### src/rtl/instr_fetch_unit_if.sv
// ============================================================================
// Module   : instr_fetch_unit_if
// Brief    : Instruction-memory request/response and decode handshake bundle.
// Revision : 1.0
// ============================================================================
`default_nettype none

interface instr_fetch_unit_if #(
  parameter int ADDR_W = 32,
  parameter int DATA_W = 32
);
  logic              imem_req_o;
  logic [ADDR_W-1:0] imem_addr_o;
  logic              imem_gnt_i;
  logic              imem_rvalid_i;
  logic [DATA_W-1:0] imem_rdata_i;
  logic              if_valid_o;
  logic [DATA_W-1:0] if_instr_o;
  logic [ADDR_W-1:0] if_pc_o;
  logic              if_ready_i;

  modport master (
    output imem_req_o, imem_addr_o, if_valid_o, if_instr_o, if_pc_o,
    input  imem_gnt_i, imem_rvalid_i, imem_rdata_i, if_ready_i
  );

  modport slave (
    input  imem_req_o, imem_addr_o, if_valid_o, if_instr_o, if_pc_o,
    output imem_gnt_i, imem_rvalid_i, imem_rdata_i, if_ready_i
  );
endinterface

`default_nettype wire

### src/rtl/instr_fetch_unit.sv
// ============================================================================
// Module   : instr_fetch_unit
// Brief    : Credit-limited in-order instruction fetch with a PC/instr queue.
//            Optional macro FETCH_BYPASS_EN: response-to-decode bypass.
// Revision : 1.0
// ============================================================================
`default_nettype none

module instr_fetch_unit #(
  parameter int ADDR_W = 32,
  parameter int DATA_W = 32,
  parameter int DEPTH  = 2
) (
  input  wire logic              clk,
  input  wire logic              rst,
  input  wire logic [ADDR_W-1:0] pc_i,
  output logic                   stall_o,
  input  wire logic              flush_i,
  instr_fetch_unit_if.master     bus
);

  localparam int PTR_W = $clog2(DEPTH);
  localparam int CNT_W = PTR_W + 1;
  localparam logic [CNT_W:0] C_DEPTH = (CNT_W+1)'(DEPTH);

  logic [CNT_W-1:0]  r_q_cnt;
  logic [CNT_W-1:0]  r_outst;
  logic [CNT_W-1:0]  r_discard;
  logic [PTR_W-1:0]  r_q_wr;
  logic [PTR_W-1:0]  r_q_rd;
  logic [PTR_W-1:0]  r_f_wr;
  logic [PTR_W-1:0]  r_f_rd;
  logic [ADDR_W-1:0] r_q_pc    [DEPTH];
  logic [DATA_W-1:0] r_q_instr [DEPTH];
  logic [ADDR_W-1:0] r_f_pc    [DEPTH];

  logic [CNT_W:0] w_used;
  logic [CNT_W:0] w_budget;
  logic           w_req;
  logic           w_grant;
  logic           w_rsp_drop;
  logic           w_rsp_take;
  logic           w_q_empty;
  logic           w_byp;
  logic           w_valid;
  logic           w_pop;
  logic           w_push;

  // Stale responses still owed by memory also consume credits, so the total
  // number of requests memory can have in flight never exceeds DEPTH.
  assign w_used   = {1'b0, r_q_cnt} + {1'b0, r_outst};
  assign w_budget = w_used + {1'b0, r_discard};
  assign w_req    = ~rst & ~flush_i & (w_used < C_DEPTH) & (w_budget < C_DEPTH);
  assign w_grant  = w_req & bus.imem_gnt_i;

  assign w_rsp_drop = bus.imem_rvalid_i & (r_discard != '0);
  assign w_rsp_take = bus.imem_rvalid_i & (r_discard == '0) & (r_outst != '0);
  assign w_q_empty  = (r_q_cnt == '0);

`ifdef FETCH_BYPASS_EN
  assign w_byp = w_rsp_take & w_q_empty & ~flush_i;
  assign bus.if_instr_o = w_byp ? bus.imem_rdata_i : r_q_instr[r_q_rd];
  assign bus.if_pc_o    = w_byp ? r_f_pc[r_f_rd]   : r_q_pc[r_q_rd];
`else
  assign w_byp = 1'b0;
  assign bus.if_instr_o = r_q_instr[r_q_rd];
  assign bus.if_pc_o    = r_q_pc[r_q_rd];
`endif

  assign w_valid = (~w_q_empty | w_byp) & ~flush_i;
  assign w_pop   = ~w_q_empty & ~flush_i & bus.if_ready_i;
  assign w_push  = w_rsp_take & ~(w_byp & bus.if_ready_i);

  assign bus.imem_req_o  = w_req;
  assign bus.imem_addr_o = pc_i;
  assign bus.if_valid_o  = w_valid;
  assign stall_o         = ~w_grant & ~flush_i;

  always_ff @(posedge clk or posedge rst) begin
    if (rst) begin
      r_q_cnt   <= '0;
      r_outst   <= '0;
      r_discard <= '0;
      r_q_wr    <= '0;
      r_q_rd    <= '0;
      r_f_wr    <= '0;
      r_f_rd    <= '0;
      for (int i = 0; i < DEPTH; i++) begin
        r_q_pc[i]    <= '0;
        r_q_instr[i] <= '0;
        r_f_pc[i]    <= '0;
      end
    end else if (flush_i) begin
      // A response landing in the flush cycle is one of the owed ones.
      r_discard <= r_discard + r_outst - CNT_W'(w_rsp_drop | w_rsp_take);
      r_outst   <= '0;
      r_q_cnt   <= '0;
      r_q_wr    <= '0;
      r_q_rd    <= '0;
      r_f_wr    <= '0;
      r_f_rd    <= '0;
    end else begin
      if (w_grant) begin
        r_f_pc[r_f_wr] <= pc_i;
        r_f_wr         <= r_f_wr + 1'b1;
      end
      if (w_rsp_take) begin
        r_f_rd <= r_f_rd + 1'b1;
      end
      r_outst <= r_outst + CNT_W'(w_grant) - CNT_W'(w_rsp_take);
      if (w_rsp_drop) begin
        r_discard <= r_discard - 1'b1;
      end
      if (w_push) begin
        r_q_pc[r_q_wr]    <= r_f_pc[r_f_rd];
        r_q_instr[r_q_wr] <= bus.imem_rdata_i;
        r_q_wr            <= r_q_wr + 1'b1;
      end
      if (w_pop) begin
        r_q_rd <= r_q_rd + 1'b1;
      end
      r_q_cnt <= r_q_cnt + CNT_W'(w_push) - CNT_W'(w_pop);
    end
  end

`ifndef SYNTHESIS
  a_no_orphan_rsp : assert property (@(posedge clk) disable iff (rst)
    !(bus.imem_rvalid_i && (r_outst == '0) && (r_discard == '0)));
`endif

endmodule

`default_nettype wire

### src/flat_wrapper.sv
// flat-port wrapper written by rule: the top's interface ports become plain ports
module instr_fetch_unit_flat 
#(
  parameter int ADDR_W = 32,
  parameter int DATA_W = 32,
  parameter int DEPTH  = 2
)
  (clk, rst, pc_i, stall_o, flush_i, bus_imem_req_o, bus_imem_addr_o, bus_if_valid_o, bus_if_instr_o, bus_if_pc_o, bus_imem_gnt_i, bus_imem_rvalid_i, bus_imem_rdata_i, bus_if_ready_i);
  instr_fetch_unit_if #(.ADDR_W(ADDR_W), .DATA_W(DATA_W)) bus_i ();
  input  wire logic clk;
  input  wire logic rst;
  input  wire logic [ADDR_W-1:0] pc_i;
  output logic stall_o;
  input  wire logic flush_i;
  output wire logic [$bits(bus_i.imem_req_o)-1:0] bus_imem_req_o;
  output wire logic [$bits(bus_i.imem_addr_o)-1:0] bus_imem_addr_o;
  output wire logic [$bits(bus_i.if_valid_o)-1:0] bus_if_valid_o;
  output wire logic [$bits(bus_i.if_instr_o)-1:0] bus_if_instr_o;
  output wire logic [$bits(bus_i.if_pc_o)-1:0] bus_if_pc_o;
  input wire logic [$bits(bus_i.imem_gnt_i)-1:0] bus_imem_gnt_i;
  input wire logic [$bits(bus_i.imem_rvalid_i)-1:0] bus_imem_rvalid_i;
  input wire logic [$bits(bus_i.imem_rdata_i)-1:0] bus_imem_rdata_i;
  input wire logic [$bits(bus_i.if_ready_i)-1:0] bus_if_ready_i;
  assign bus_imem_req_o = bus_i.imem_req_o;
  assign bus_imem_addr_o = bus_i.imem_addr_o;
  assign bus_if_valid_o = bus_i.if_valid_o;
  assign bus_if_instr_o = bus_i.if_instr_o;
  assign bus_if_pc_o = bus_i.if_pc_o;
  assign bus_i.imem_gnt_i = bus_imem_gnt_i;
  assign bus_i.imem_rvalid_i = bus_imem_rvalid_i;
  assign bus_i.imem_rdata_i = bus_imem_rdata_i;
  assign bus_i.if_ready_i = bus_if_ready_i;
  instr_fetch_unit #(.ADDR_W(ADDR_W), .DATA_W(DATA_W), .DEPTH(DEPTH)) u_core (.clk(clk), .rst(rst), .pc_i(pc_i), .stall_o(stall_o), .flush_i(flush_i), .bus(bus_i));
endmodule
### config.mk
export PLATFORM = sky130hd
export DESIGN_NAME = instr_fetch_unit_flat
export DESIGN_NICKNAME = d
export VERILOG_FILES = /design/src/rtl/instr_fetch_unit_if.sv /design/src/rtl/instr_fetch_unit.sv /design/src/flat_wrapper.sv
export SDC_FILE = /design/constraint.sdc
export NUM_CORES = 1
export LEC_CHECK = 0
export CAP_MARGIN = 20
export CORE_MARGIN = 5
export CORE_UTILIZATION = 41
export CTS_CLUSTER_SIZE = 10
export DETAILED_ROUTE_END_ITERATION = 10
export PLACE_DENSITY = 0.63
export RECOVER_POWER = 25
export REMOVE_ABC_BUFFERS = 1
export SLEW_MARGIN = 0
export SYNTH_ARGS = -nofsm -noshare
export SYNTH_HDL_FRONTEND = slang
export SYNTH_SLANG_ARGS = --single-unit
### constraint.sdc
create_clock -name clk -period 13.6 [get_ports clk]
set_input_delay 2.72 -clock clk [delete_from_list [all_inputs] [get_ports clk]]
set_output_delay 2.72 -clock clk [all_outputs]
set_load 0.005 [all_outputs]
### Word-level counts from Yosys, hierarchy flattened

Index checks and enable logic that the tools add are counted.

* reduce and logical (&&, ||, !) cells: 12
* multiplexer cells: 28
* order comparisons: 8
* bitwise operators: 19
* $add $sub $neg: 13

Operators by type and width (number)
* 32-bit 2-to-1 mux: 11
* 64-bit bitwise mux: 3
* 32-bit demux with 1-bit select: 2
* 2-bit nonzero test: 6
* 1-bit AND: 10
* 2-bit greater-or-equal comparator (second input constant): 4
* 1-bit 2-to-1 mux: 8
* 2-bit 2-to-1 mux: 4
* 1-bit inverter with 2-bit output: 4
* 3-bit by 2-bit less-than comparator with 1-bit output (second input constant): 2
* 1-bit adder (second input constant): 4
* 2-bit by 1-bit adder with 2-bit output: 2
* 2-bit zero test: 2
* 2-bit by 1-bit less-than comparator with 1-bit output (second input constant): 2
* 1-bit inverter: 4
* 2-bit AND reduction: 2
* 2-bit by 1-bit subtractor with 2-bit output: 2
* 2-bit by 2-bit adder with 3-bit output: 1
* 3-bit by 2-bit adder with 3-bit output: 1
* 2-bit adder: 1
* 1-bit logical AND: 2
* 2-bit by 1-bit subtractor with 2-bit output (second input constant): 1
* 2-bit subtractor: 1
* 1-bit bitwise OR: 1

* register bits: 202
* input bits: 70
* output and inout port bits: 99
* word-level logic and storage cells: 93

### Depth between registers and ports, before layout

* depth in word-level cells: 8
* mapped depth: 9
* mapped depth without buffers: 9

### Least setup slack after synthesis

Ideal clock, no wire load.

* kind: input-to-output
* start point: input port flush_i
* end point: output port stall_o
* required time: 10880 ps
* slack: 7472 ps
* data arrival time: 3408 ps
* cell stages on the path: 3
* path buffers: 0
* path through: nor4_4 -> and3_1 -> nor2_1

* longest elaborated chain between the ends: 7

Ends and longest elaborated chain
* from (decl): line flat_wrapper.sv:14 `input wire logic flush_i;`
* 1-bit inverter (no source line) (*)
* 1-bit AND (3 in a row): line instr_fetch_unit.sv:53 `assign w_req = ~rst & ~flush_i & (w_used < C_DEPTH) & (w_budget < C_DEPTH);`
* 1-bit AND: line instr_fetch_unit.sv:54 `assign w_grant = w_req & bus.imem_gnt_i;`
* 1-bit inverter: line instr_fetch_unit.sv:77 `assign stall_o = ~w_grant & ~flush_i;`
* 1-bit AND (*): line instr_fetch_unit.sv:77
* to (decl): line flat_wrapper.sv:13 `output logic stall_o;`

Every way passes the cells marked *; elsewhere a longest branch is shown, timed or not.

### Worst setup path after layout

Ends and elaborated chain as after synthesis.

==> out/qor.csv <==
metric,value,unit
place.port_buffers,168,
maxCapViolCount,1,
r2r-start,u_core.r_outst[0]$_DFF_PP0_,
clock_tree_root_buffer_cell,clkbuf_16,
rsz0062_at_grt,no,
max_slew.worst_pin.slew,5.40,ns
final.min_clock_period,7.54,ns
crit_chain,dlygate4sd3_1 > nor4_4 > and3_1 > nor2_1 > clkdlybuf4s50_1,
clock_power_share,27.2,%
nets,828,
critPathCaptureType,output pin,
die_width,163,um
cp_data_arrival_time,4.82,ns
total_switching_power,518,uW
fp.dieH,163,um
finish.utilization,51.4,%
synth_top_cells_by_area,"dfrtp_1 (53%), mux2_2 (24%), mux2_4 (14%), buf_4 (3.0%), buf_6 (1.4%)",
core_area,0.0233,mm^2
cts-htree-levels,1,
tritoncts,done,
ys.warnings.count,0,
standard_cell_row_count,56,
swShare,25.0,%
totalWireLength,20300,um
first_iter_violations,170,
pin_count,169,
cts.sink_count,202,
worst_ir_drop_on_vdd,100,uV
number_of_iterations_in_the_first_detailed_routing_pass,4,
vias,5346,
synthToLayoutAreaGrowth,24.3,%
floorplan.die_area,0.0266,mm^2
avgViaCountPerCell,4.98,
post_cts_resized,0,
filler_cell_count,1932,
timing.critical_path.depth,5,
antenna_cells,0,
failed_checks,"max-capacitance violations, max-slew violations",
number_of_instances_in_the_synthesized_netlist,614,
ff2ff_path_depth,6,
cts_setup_buffers,0,
data_required_time_of_the_worst_path,10.88,ns
initial_core_util,41.3,%
post_route_cells_drive_above_1_share,43.8,%
crit_family,buffers and inverters,
number_of_synthesized_flops_with_an_enable_pin,0,
globalRouteTotalUtil,15.3,%
power.sequential.fraction,41.2,%
synth.ff_latch_count,202,
uppermost_layer_routed,met4,
synthDominantAreaCellType,dfrtp_1,
post-synth-top-count-cell,dfrtp_1,
final_min_period_over_clock_period,55.4,%
result_of_the_run,finished with violations,
wirelength_met1,8470,um
count_of_unresolved_drc_violations_after_routing,0,
critical_path.startpoint,flush_i,
met2_wire_length,10500,um
leakage,0.00581,uW
synth_sequential_area_ratio,52.6,%
internal_power,1550,uW
hp-class,flop to flop,
synth-async-reset-ratio,100,%
dp_hpwl,12400,um
post_synth_most_frequent_cells,"dfrtp_1 (202), mux2_2 (201), mux2_4 (89)",
headroom_to_the_max_slew_limit,-262,%
antenna_found_initial,0,
timing.rr.end,u_core.r_f_pc[43]$_DFFE_PP0P_,
achievable-frequency,0.133,GHz
postSynthAreaPerCell,15.7,um^2
detail-route-antenna-nets,0,
globalRoute.totalOverflow,0,
post_drt_wl_per_cell,18.9,um
worst-r2r-setup-slack,9.85,ns
cts_buffers,24,
final_worst_clock_skew,0.0122,ns
worst-path-max-fanout,16,
power.combinational.fraction,31.6,%
cp_num_buf_inv,2,
wl_met3,797,um
grt_max_degree,123,
p_per_area,173,mW/mm^2
worst_setup_path_start_kind,input port,
final-hold-violation-count,0,
setup-tns-final,0,ns
mappedNetlistArea,0.00962,mm^2
setup.worst_path.end,stall_o,
unique_masters_post_synth,29,
synth_top_area_share,52.6,%
timing.final.setup_violations,0,
synth_flop_cell,dfrtp_1,
critical-path-max-stage-delay,0.77,ns
grt_pass1_wl,33000,um
path_clk_slew,0.05,ns
grt_pass1_vias,6169,
report.final.slew_viol_count,123,
cp_slowest_cell,dlygate4sd3_1,
clockBufferDepth,3,
clk_latency,0.50,ns
gp_congestion,0.716,
holdBufCountCts,0,
crit_type,input port to output pin,
worst register-to-register path: stages (launching register included):
cell,delay [ns]
dfrtp_1,0.43
ha_1,0.23
fa_1,0.58
fa_1,0.48
nor4_4,0.41
nand4b_4,0.86
mux2_4,0.63
cells by family (layout without fill, tap and decap cells):
| kind of cell | Yosys count | after routing | synth area share (%) |
|---|---|---|---|
| muxes | 291 | 291 | 37.5 |
| DFF | 202 | 202 | 52.6 |
| buffers and inverters | 73 | 213 | 5.32 |
| and+or+nand+nor | 22 | 22 | 1.73 |
| adders and majority gates | 10 | 10 | 1.46 |
| xor gates and xnor gates | 10 | 10 | 0.911 |
| AOI/OAI and AO/OA | 6 | 6 | 0.468 |
cells in the final DEF (no fill, tap or decap), types with 3 or more instances in the layout:
| cell | Yosys | final |
|---|---|---|
| clkbuf_1 | 12 | 6 |
| mux2_4 | 89 | 89 |
| inv_1 | 9 | 8 |
| clkdlybuf4s50_1 | 0 | 166 |
| ha_1 | 8 | 8 |
| clkbuf_16 | 0 | 25 |
| mux2_2 | 201 | 201 |
| and2_1 | 3 | 3 |
| nor2b_1 | 3 | 3 |
| nor2_1 | 7 | 7 |
| xnor2_1 | 5 | 5 |
| xor2_1 | 5 | 5 |
| dfrtp_1 | 202 | 200 |
through the flow:
stage | hold WS [ns] | total power (uW) | cell area [um^2] | cells | setup slack, ns
after CTS | 0.500 | 2100 | 11900 | 1072 | 6.05
after detailed placement | 0.487 | 1520 | 11300 | 1040 | 6.06
after global placement | 0.482 | 1490 | 11300 | 1040 | 6.12
after floorplan | 0.474 | 1240 | 9140 | 550 | 5.28
final | 0.498 | 2070 | 12000 | 1073 | 6.06
after global routing | 0.514 | 2190 | 12000 | 1073 | 4.92
worst min-delay path by stage:
stage,startpoint,to,depth (start not counted)
6_report,u_core.r_f_pc[24]$_DFFE_PP0P_,u_core.r_f_pc[24]$_DFFE_PP0P_,1
5_1_grt,u_core.r_f_pc[49]$_DFFE_PP0P_,u_core.r_f_pc[49]$_DFFE_PP0P_,1
4_1_cts,u_core.r_f_pc[24]$_DFFE_PP0P_,u_core.r_f_pc[24]$_DFFE_PP0P_,1
3_5_place_dp,u_core.r_f_pc[24]$_DFFE_PP0P_,u_core.r_f_pc[24]$_DFFE_PP0P_,1
3_3_place_gp,u_core.r_f_pc[6]$_DFFE_PP0P_,u_core.r_f_pc[6]$_DFFE_PP0P_,1
2_1_floorplan,u_core.r_f_pc[0]$_DFFE_PP0P_,u_core.r_f_pc[0]$_DFFE_PP0P_,1
final cells by class:
type | instances | area [um^2] | share of cell area, %
Tap cell | 319 | 399 | 3.34
Inverter | 9 | 35.0 | 0.293
Clock buffer | 32 | 672 | 5.62
Timing Repair Buffer | 172 | 1730 | 14.5
Sequential cell | 202 | 5060 | 42.3
Multi-Input combinational cell | 339 | 4060 | 34.0
power by group through the flow:
stage               Sequential (uW)  Combinational (uW)  Clock (uW)
floorplan                       824                 411           0
global placement                845                 644           0
detailed placement              858                 662           0
CTS                             852                 668         584
global route                    871                 710         609
finish                          852                 655         563
state kept, by name, summed over array words and instances (netlist names):
| name | count |
|---|---|
| u_core.r_q_wr | 1 |
| u_core.r_f_pc | 64 |
| u_core.r_outst | 2 |
| u_core.r_q_cnt | 2 |
| u_core.r_q_instr | 64 |
| u_core.r_q_pc | 64 |
| u_core.r_discard | 2 |
| u_core.r_q_rd | 1 |
| u_core.r_f_rd | 1 |
| u_core.r_f_wr | 1 |
metal layers:
layer	GRT usage, %	vias up
met5	0	-
met4	4.50	0
met3	2.27	31
met2	27.1	143
met1	19.5	2783
li1	-	2389
(Power assumes the default switching activity.)
==> variant, RTL diff (same flow settings) <==
`DEPTH` is set to 2 in 2 places; all go to 8.
--- a/src/rtl/instr_fetch_unit.sv
+++ b/src/rtl/instr_fetch_unit.sv
@@ -11,3 +11,3 @@
   parameter int DATA_W = 32,
-  parameter int DEPTH  = 2
+  parameter int DEPTH  = 8
 ) (
--- a/src/flat_wrapper.sv
+++ b/src/flat_wrapper.sv
@@ -5,3 +5,3 @@
   parameter int DATA_W = 32,
-  parameter int DEPTH  = 2
+  parameter int DEPTH  = 8
 )
Function: not settled (the Yosys comparison gave no result); the edit may change what the design does.
==> variant against the unedited design <==
The flow still finishes with violations (capacitance limit, slew limit); clock power rose to 3.9 times the old value; sequential power rose to 3.1 times the old value; synthesized area rose to 3.8 times the old value; cell area rose to 3.5 times the old value; first-iteration DRC count rose to 5.5 times the old value; wire length rose to 4.2 times the old value; power rose to 2.9 times the old value; critical path depth did not move; synthesized cell count rose to 3.6 times the old value; via count rose to 3.7 times the old value; worst setup slack got worse by 1.6 ns; sequential cell count rose by 590; largest cell class unchanged.
==> variant: results (changes against the unedited design) <==
stage,metric,value,unit,change
flow_run,drv_cap,6,,was 1
place,place_ws,6.00,ns,was 6.06 ns
place,dp_hpwl,49.8,mm,was 12.4 mm
yosys,synth_area_per_cell,16.5,um^2,was 15.7 um^2
sta,timing.hold.ws,0.486,ns,was 0.498 ns
pwr,p_total,6.09,mW,was 2.07 mW
worst_setup_path,r2r-end,u_core.r_q_pc[18],,was u_core.r_f_pc[43]
sta,drv_slew,322,,was 123
yosys,ys_seq_area_share,54.5,%,was 52.6%
finish,fillers,7397,,was 1932
drt,drtIter0Drc,934,,was 170
drt,wirelength,85.6,mm,was 20.3 mm
worst_setup_path,reg2reg_depth,8,,was 6
outcome,failed_checks,"capacitance limit, slew limit",,unchanged
outcome,status,"complete, but fails checks",,unchanged
worst_setup_path,cpMaxStageDelayCell,clkbuf_1,,was dlygate4sd3_1
sta,finClkSkew,0.0190,ns,was 0.0122 ns
finish,top_regs,"u_core.r_f_pc: 256 flops, u_core.r_q_instr: 256 flops, u_core.r_q_pc: 256 flops",,"was u_core.r_f_pc: 64 flops, u_core.r_q_instr: 64 flops, u_core.r_q_pc: 64 flops"
worst_setup_path,cp.arrival,9.90,ns,was 4.82 ns
pwr,p_leak,19.6,nW,was 5.81 nW
pwr,p_int,4.45,mW,was 1.55 mW
worst_setup_path,r2r-start,u_core.r_discard[0],,was u_core.r_outst[0]
pwr,ir_drop,92.7,uV,was 100 uV
yosys,synth.distinct_cells,47,,was 29
worst_setup_path,critical-path-max-stage-delay,2.90,ns,was 0.77 ns
finish,stdcell_count,3522,,was 1073
sta,maxSlewHeadroom,-213,%,was -262%
global_routing,grt_util_all_layers,18.3,%,was 15.3%
## variant: cell families (layout without fill, tap and decap cells)
| logic type | count (synthesis) | after routing | share of synthesized area (%) |
|---|---|---|---|
| multiplexers | 1063 | 1063 | 39.2 |
| adder cells (fa/ha/maj) | 33 | 33 | 1.22 |
| AND/OR/NAND/NOR | 76 | 76 | 1.37 |
| flip-flops | 792 | 792 | 54.5 |
| AO/OA/AOI/OAI | 21 | 21 | 0.372 |
| buffers and inverters | 197 | 355 | 2.93 |
| XOR/XNOR | 17 | 17 | 0.410 |
## variant: worst max path at each step
stage | startpoint | to | slack, ns
3_5_place_dp | flush_i | stall_o | 6.00
6_report | rst | u_core.r_q_instr[246] | 4.46
5_1_grt | rst | u_core.r_q_pc[129] | 3.07
2_1_floorplan | rst | u_core.r_discard[0] | -11.36
3_3_place_gp | flush_i | stall_o | 5.96
4_1_cts | flush_i | stall_o | 5.98
## variant: final cells by class
cell class	instances	area (um^2)	share of cell area, %
timing repair buffer	206	2030	4.89
tap	1165	1460	3.51
clock buffer	115	2480	5.97
multi-input combinational	1210	15500	37.4
inverter	25	95.1	0.229
clock inverter	9	96.3	0.232
sequential	792	19800	47.7
## variant: worst max-delay path: cells and delay by family
kind | cells | cell delay, ns
buffers and inverters | 5 | 6.99
## variant: layer usage
metal | routed length [um] | GRT usage [%] | vias up | share of wire (%)
li1 | - | - | 8406 | -
met1 | 37800 | 24.6 | 10700 | 44
met2 | 43400 | 31.5 | 302 | 51
met3 | 2740 | 2.63 | 111 | 3.2
met4 | 1680 | 4.69 | 0 | 2.0
met5 | 0 | 0 | - | 0
